--- config.mk ---
export PLATFORM = sky130hd
export DESIGN_NAME = timer_compare
export DESIGN_NICKNAME = d
export VERILOG_FILES = /design/src/rtl/timer_compare.sv
export SDC_FILE = /design/constraint.sdc
export NUM_CORES = 1
export LEC_CHECK = 0
export ABC_AREA = 0
export ABC_CLOCK_PERIOD_IN_PS = 5640
export CORE_ASPECT_RATIO = 1.25
export CORE_UTILIZATION = 40
export CTS_CLUSTER_SIZE = 40
export DETAILED_ROUTE_END_ITERATION = 16
export GPL_TIMING_DRIVEN = 0
export REMOVE_ABC_BUFFERS = 1
export SLEW_MARGIN = 25
export SYNTH_ARGS = -nofsm -noshare
export SYNTH_HDL_FRONTEND = slang
export SYNTH_SLANG_ARGS = --single-unit
--- constraint.sdc ---
create_clock -name clk -period 5.64 [get_ports clk]
set_input_delay 1.128 -clock clk [delete_from_list [all_inputs] [get_ports clk]]
set_output_delay 1.128 -clock clk [all_outputs]
set_load 0.01 [all_outputs]
--- src/rtl/timer_compare.sv ---
// Millisecond compare timer: counts time_in changes down from INTERVAL,
// raising a level interrupt on expiry; one-shot or periodic reload.
module timer_compare (
    input  logic        clk,
    input  logic        rst,
    input  logic [15:0] time_in,
    input  logic [1:0]  bus_addr,
    input  logic        bus_we,
    input  logic        bus_re,
    input  logic [15:0] bus_wdata,
    output logic [15:0] bus_rdata,
    output logic        irq
);

    typedef enum logic {IDLE, RUN} state_t;

    state_t      state, state_nx;
    logic [15:0] remain, remain_nx;
    logic [15:0] interval;
    logic        periodic, irq_en, pending;
    logic [15:0] prev;
    logic        primed;
    logic        tick, set_pend;
    logic        wr_interval, wr_ctrl, wr_status;
    logic        cmd_start, cmd_stop;

    assign tick        = primed && (time_in != prev);
    assign wr_interval = bus_we && (bus_addr == 2'd0);
    assign wr_ctrl     = bus_we && (bus_addr == 2'd1);
    assign wr_status   = bus_we && (bus_addr == 2'd2);
    assign cmd_start   = wr_ctrl && bus_wdata[0];
    assign cmd_stop    = wr_ctrl && bus_wdata[3];
    assign irq         = pending && irq_en;

    always_ff @(posedge clk or negedge rst) begin
        if (!rst) begin
            prev   <= '0;
            primed <= 1'b0;
        end else begin
            prev   <= time_in;
            primed <= 1'b1;
        end
    end

    // Commands outrank ticks; a start with INTERVAL == 0 is dropped in either state.
    always_comb begin
        state_nx  = state;
        remain_nx = remain;
        set_pend  = 1'b0;
        if (cmd_stop) begin
            if (state == RUN) begin
                state_nx  = IDLE;
                remain_nx = '0;
            end
        end else if (cmd_start) begin
            if (interval != '0) begin
                state_nx  = RUN;
                remain_nx = interval;
            end
        end else if ((state == RUN) && tick) begin
            if (remain > 16'd1) begin
                remain_nx = remain - 16'd1;
            end else begin
                set_pend = 1'b1;
                if (periodic && (interval != '0)) begin
                    remain_nx = interval;
                end else begin
                    state_nx  = IDLE;
                    remain_nx = '0;
                end
            end
        end
    end

    always_ff @(posedge clk or negedge rst) begin
        if (!rst) begin
            state  <= IDLE;
            remain <= '0;
        end else begin
            state  <= state_nx;
            remain <= remain_nx;
        end
    end

    always_ff @(posedge clk or negedge rst) begin
        if (!rst) begin
            interval <= '0;
            periodic <= 1'b0;
            irq_en   <= 1'b0;
            pending  <= 1'b0;
        end else begin
            if (wr_interval) interval <= bus_wdata;
            if (wr_ctrl) begin
                periodic <= bus_wdata[1];
                irq_en   <= bus_wdata[2];
            end
            if (set_pend)
                pending <= 1'b1;
            else if (wr_status && bus_wdata[0])
                pending <= 1'b0;
        end
    end

    always_ff @(posedge clk or negedge rst) begin
        if (!rst) begin
            bus_rdata <= '0;
        end else if (bus_re) begin
            unique case (bus_addr)
                2'd0:    bus_rdata <= interval;
                2'd1:    bus_rdata <= {13'b0, irq_en, periodic, 1'b0};
                2'd2:    bus_rdata <= {14'b0, (state == RUN), pending};
                default: bus_rdata <= remain;
            endcase
        end
    end

endmodule

==> run summary, run 1 <==
Status: finished clean
Fin crit period: 3340 ps
Wire per inst: 16.4 um
Netlist cell types: 46
Combinational Power Share: 26.6%
Cell Area, Synth: 3330 um2
Int Power: 968 uW
First-pass GRT wire length: 13,200 um
Power Total: 1.45 mW
DP HPWL: 5350 um
Final hold viol count: 0
CTS clk-pin slew, worst paths: 70 ps
Element type at the critical path start: input pin
R2R cell count: 8
Vias after detailed routing: 2,592
Post-synth EDFFs: 0
Total die area: 8690 um2
Worst path slowest cell: and2_1
Post-CTS Hold Buffers: 0
Synth warn: 0
Hold Path Stages: 1
Max stage delay on crit path: 800 ps
Cells along the critical path: clkdlybuf4s50_1, nor2_2, and2_1, mux2_2
Tcrit/Tclk final: 59.3%
Max FO, Critical Path: 16
Layout Cell Area excl Fill: 4110 um2
Critical path depth: 4
Share of layout cells above drive strength 1: 13.7%
Die H: 104 um
RSZ-0062 raised after global routing: false
Die width: 83.6 um
Fill cells: 756
Yosys top cell area share: 51.9%
Area of the multi-input gates: 1500 um2
Max Freq: 299 MHz
Worst Path Arrival: 3570 ps
Number of setup buffers added after CTS: 0
Setup CP Type: input pin to register
Drt total wl: 7530 um
ANT nets after route: 0
Leakage power: 1.65 nW
Critical path capture point type: register
Crit path max-delay family: simple AND/OR/NAND/NOR gates
Largest net degree at the start of global routing: 45
Cells after Synth: 310
FF+latch area: 1730 um2
Slew margin rel.: 36.7%
RePlAce Congestion: 0.805
Post-synth top flop: dfrtp_1
DR pass1 iterations: 5
Remaining DRCs: 0
Initial DRC Count: 150
Final Max Tran Viols: 0
Ant diodes: 0
Final Net Count: 402
Clk pwr share: 24.3%
Fin Setup TNS: 0 ps
Synth top cells by count: dfrtp_1, nor2_1, a21oi_1
Pwr per Cell Area: 352 nW/um2
Post-DR vias/cell: 5.63
PortBufs: 54
CTS resizes: 0
Vias in the first global route: 2,675
Biggest area consumer among synthesized cells: dfrtp_1
TritonCTS clock tree: yes
Main area contributors after synthesis: dfrtp_1, mux2_2, xor2_1
Initial Utilization: 42.0%
Flop pwr share: 49.1%
P_sw: 478 uW
CTS Buf Count: 9
Min-delay worst type: register to register
Clock buffer depth: 2
Post-synthesis sequential area ratio: 51.9%
Ys async rst share: 100%
Root Driver: clkbuf_8
Grt ovf: 0
CTS H-Tree Depth: 3
Tightest Pin Transition: 949 ps
Worst-skew pair later-pin latency: 340 ps
Avg Inst Size Synth: 10.7 um2
Num Clock Sinks: 69
Sw Ratio: 33.1%
Final Setup Violations: 0
Buffers & Inverters on Critical Path: 1
Max Clock Skew: 10.7 ps
VDD IR max: 176 uV
Number of synthesized register bits: 69
Max-Cap Viols: 0
Area grow syn2layout: 23.5%
Area after DPL: 3950 um2
Antenna violations before repair: 0
Io pins: 55
GRT Overall Usage: 19.1%
Core ar.: 7930 um2
Worst Path Required: 5860 ps
Dominant cell by count in the synthesized netlist: dfrtp_1
Row cnt: 36
-- power by group through the flow --
stage	logic, mW	registers, mW	clock network [mW]
3_5_place_dp	0.387	0.720	0
5_1_grt	0.437	0.727	0.381
2_1_floorplan	0.245	0.694	0
3_3_place_gp	0.376	0.716	0
6_report	0.385	0.710	0.351
4_1_cts	0.389	0.710	0.363
-- cell usage in the layout (no fill, tap or decap), types with 3 or more instances in the layout --
| cell | Yosys | layout |
|---|---|---|
| a21oi_1 | 28 | 28 |
| a21oi_2 | 3 | 3 |
| a221oi_1 | 4 | 4 |
| a22oi_1 | 17 | 17 |
| and2_1 | 5 | 5 |
| clkbuf_8 | 0 | 11 |
| clkdlybuf4s50_1 | 0 | 52 |
| dfrtp_1 | 69 | 69 |
| inv_1 | 9 | 9 |
| mux2_2 | 20 | 20 |
| nand2_1 | 10 | 10 |
| nand3_1 | 4 | 4 |
| nand4_1 | 6 | 6 |
| nor2_1 | 30 | 29 |
| nor3_1 | 7 | 7 |
| nor3b_1 | 3 | 3 |
| nor4_1 | 9 | 9 |
| o21ai_0 | 12 | 12 |
| o21ai_1 | 9 | 8 |
| xnor2_1 | 5 | 5 |
| xor2_1 | 17 | 17 |
-- final cells by class --
cell class | instances | area share [%]
timing repair buffer | 56 | 13.7
inverter | 9 | 0.822
tap | 95 | 2.89
clock inverter | 2 | 0.244
sequential | 69 | 42.0
clock buffer | 12 | 3.77
multi-input combinational | 217 | 36.5
-- per-stage QoR --
step	hold slack [ps]	setup WS [ps]	std cells	util, %
floorplan	458	2590	295	-
global placement	497	1090	444	49.4
detailed placement	495	1870	446	49.8
CTS	516	2240	460	51.9
global route	545	2070	460	51.8
finish	513	2300	460	51.8
-- kinds of logic after synthesis --
family,share of synthesized area [%]
muxes,7.75
other,0.113
xor gates and xnor gates,5.79
buffers and inverters,3.16
AOI/OAI and AO/OA,16.8
adders and majority gates,0.752
and+or+nand+nor,13.7
DFF,51.9
-- registers in the layout, summed over array words and instances, names as in the netlist --
register and cells:
bus_rdata 16, interval 16, prev 16, remain 16
irq_en 1, pending 1, periodic 1, primed 1
state 1
-- layer usage --
metal  global-route usage [%]  up-vias  routed length (um)
met5                        0        -                   0
met2                     30.6       69                3760
met1                     24.2     1265                3200
met4                     9.81        0                 207
li1                         -     1243                   -
met3                     4.05       15                 367
-- final timing paths --
check / from / end / slack [ps]
setup / recovery: bus_addr[0] / interval[6] / 2300
hold / removal: bus_rdata[1] / bus_rdata[1] / 510
setup reg to reg: remain[1] / remain[0] / 3150
hold reg to reg: bus_rdata[1] / bus_rdata[1] / 510
max in group asynchronous: rst / prev[14] / 4410
min in group asynchronous: rst / interval[8] / 690
(Power assumes the default switching activity.)
==> run 2, diff against run 1 <==
--- a/config.mk
+++ b/config.mk
@@ -6,7 +6,7 @@
 export NUM_CORES = 1
 export LEC_CHECK = 0
 export ABC_AREA = 0
-export ABC_CLOCK_PERIOD_IN_PS = 5640
+export ABC_CLOCK_PERIOD_IN_PS = 3320
 export CORE_ASPECT_RATIO = 1.25
 export CORE_UTILIZATION = 40
 export CTS_CLUSTER_SIZE = 40
==> constraint.sdc (replaced) <==
create_clock -name clk -period 3.32 [get_ports clk]
set_input_delay 0.664 -clock clk [delete_from_list [all_inputs] [get_ports clk]]
set_output_delay 0.664 -clock clk [all_outputs]
set_load 0.01 [all_outputs]
==> results of run 2 <==
Same layout as run 1 (identical final DEF). Status: finished clean.
Main changes from that run: setup slack after placement 1870 ps -> 15.9 ps; clock-pin slew on the worst setup and hold paths 70 ps -> 80 ps; setup slack after layout 2300 ps -> 440 ps; hold slack 513 ps -> 225 ps; register-to-register setup slack 3150 ps -> 830 ps; total power 1.45 mW -> 2.46 mW; worst IR drop on VDD 176 uV -> 299 uV
==> run 3, diff against run 2 <==
--- a/config.mk
+++ b/config.mk
@@ -8,10 +8,11 @@
 export ABC_AREA = 0
 export ABC_CLOCK_PERIOD_IN_PS = 3320
 export CORE_ASPECT_RATIO = 1.25
-export CORE_UTILIZATION = 40
+export CORE_UTILIZATION = 53
 export CTS_CLUSTER_SIZE = 40
 export DETAILED_ROUTE_END_ITERATION = 16
 export GPL_TIMING_DRIVEN = 0
+export PLACE_DENSITY = 0.79
 export REMOVE_ABC_BUFFERS = 1
 export SLEW_MARGIN = 25
 export SYNTH_ARGS = -nofsm -noshare
==> run summary, run 3 (synthesis results as in run 1) <==
Status: finished clean
CTS H-Tree Depth: 3 (unchanged)
Post-CTS Hold Buffers: 0 (unchanged)
Largest net degree at the start of global routing: 42 (-6.7%)
Cells along the critical path: clkdlybuf4s50_1, nor2_2, and2_1, mux2_2
Num Clock Sinks: 69 (unchanged)
Drt total wl: 7190 um (-4.6%)
Row cnt: 31 (-14%)
Worst-skew pair later-pin latency: 350 ps (about the same)
First-pass GRT wire length: 12,500 um (-5.5%)
PortBufs: 54 (unchanged)
GRT Overall Usage: 25.0% (+5.9 points)
Flop pwr share: 48.5% (-0.6 points)
Element type at the critical path start: input pin
Post-DR vias/cell: 5.85 (+3.8%)
Min-delay worst type: input pin to asynchronous set/reset pin
Area grow syn2layout: 23.5% (unchanged)
Tcrit/Tclk final: 84.1%
Vias after detailed routing: 2,620 (+1.1%)
Tightest Pin Transition: 939 ps (-10.4 ps)
Worst Path Arrival: 3020 ps
Worst Path Required: 3550 ps
Max Clock Skew: 12.0 ps (+1.35 ps)
Area after DPL: 3940 um2 (-0.32%)
Initial DRC Count: 198 (+32%)
CTS Buf Count: 9 (unchanged)
Initial Utilization: 56.1% (+14 points)
Max-Cap Viols: 0 (unchanged)
Final Max Tran Viols: 0 (unchanged)
Share of layout cells above drive strength 1: 13.7% (-0.037 points)
Int Power: 1.67 mW
Commonest non-fill, non-tap cell in the layout: dfrtp_1
RePlAce Congestion: 0.909 (+13%)
Layout Cell Area excl Fill: 4110 um2 (unchanged)
P_sw: 810 uW
VDD IR max: 362 uV
Placed cell count: 433 (-2.9%)
Clk pwr share: 24.8% (+0.5 points)
Die width: 72.9 um (-13%)
DR pass1 iterations: 4 (-1)
Setup CP Type: input pin to register
Final hold viol count: 0 (unchanged)
Fin cells: 448 (-2.6%)
Slew margin rel.: 37.4% (+0.69 points)
Grt ovf: 0 (unchanged)
Fin crit period: 2790 ps
Fin Hold WS: 230 ps
Wire per inst: 16.0 um (-2.0%)
CTS clk-pin slew, worst paths: 70 ps
Total die area: 6600 um2 (-24%)
RSZ-0062 raised after global routing: false
Final Net Count: 402 (unchanged)
Max stage delay on crit path: 780 ps (-20 ps)
Vias in the first global route: 2,655 (-0.75%)
Die H: 90.6 um (-13%)
Pwr per Cell Area: 604 nW/um2
Number of setup buffers added after CTS: 0 (unchanged)
Antenna violations before repair: 0 (unchanged)
Worst R2R Start: remain[8]
Critical path capture point type: register
Core ar.: 5930 um2 (-25%)
DP HPWL: 5120 um (-4.4%)
Clock buffer depth: 2 (unchanged)
Leakage power: 1.65 nW (+0.37%)
Max Freq: 358 MHz
Ant diodes: 0 (unchanged)
Fill cells: 475 (-37%)
Most frequent cells in the layout: dfrtp_1, clkdlybuf4s50_1, nor2_1
TritonCTS clock tree: yes
Crit path from: bus_addr[0]
Root Driver: clkbuf_8
Max FO, Critical Path: 16 (unchanged)
CTS resizes: 0 (unchanged)
Worst path slowest cell: and2_1
Final Setup Violations: 0 (unchanged)
Sw Ratio: 32.6%
Combinational Power Share: 26.7% (about the same)
ANT nets after route: 0 (unchanged)
Remaining DRCs: 0 (unchanged)
Io pins: 55 (unchanged)
[run 3: final cells by class]
cell class | instances | area (um2) | share of cell area (%)
Inverter | 9 | 33.8 | 0.822
Multi-Input combinational cell | 217 | 1500 | 36.5
Clock inverter | 1 | 5.00 | 0.122
Tap cell | 82 | 103 | 2.50
Clock buffer | 14 | 173 | 4.20
Timing Repair Buffer | 56 | 568 | 13.8
Sequential cell | 69 | 1730 | 42.0
[run 3: worst paths after layout]
kind | depth (start not counted) | endpoint | slack, ps
setup / recovery | 4 | interval[5] | 530
hold / removal | 1 | interval[9] | 230
setup reg to reg | 6 | remain[12] | 880
hold reg to reg | 1 | bus_rdata[1] | 520
max in group asynchronous | 2 | state | 2540
min in group clk | 1 | bus_rdata[1] | 520
[run 3: worst max-delay path: cells and delay by family]
kind                   cells  cell delay [ps]
buffers and inverters      1              560
and+or+nand+nor            2             1360
muxes                      1              410
[run 3: routing by layer]
layer / up-vias / global-route usage (%) / share of wire [%]
met3: 19 / 7.14 / 5.4
li1: 1237 / - / -
met2: 97 / 39.4 / 51
met1: 1267 / 31.2 / 42
met5: - / 0 / 0
met4: 0 / 11.8 / 2.2
[run 3: per-stage QoR]
stage	power [mW]	TNS, ps	worst slack, ps	util (%)
after CTS	2.50	0	452	69.3
after floorplan	1.60	0	735	-
final	2.48	0	529	69.3
after detailed placement	1.88	0	81.6	66.4
after global routing	2.64	0	344	69.3
after global placement	1.84	-52430	-645	65.7
[run 3: power by group through the flow]
stage	clock [mW]	sequential, mW	combinational, mW
finish	0.616	1.20	0.662
global route	0.665	1.23	0.741
CTS	0.629	1.20	0.665
detailed placement	0	1.22	0.660
global placement	0	1.21	0.630
floorplan	0	1.18	0.416
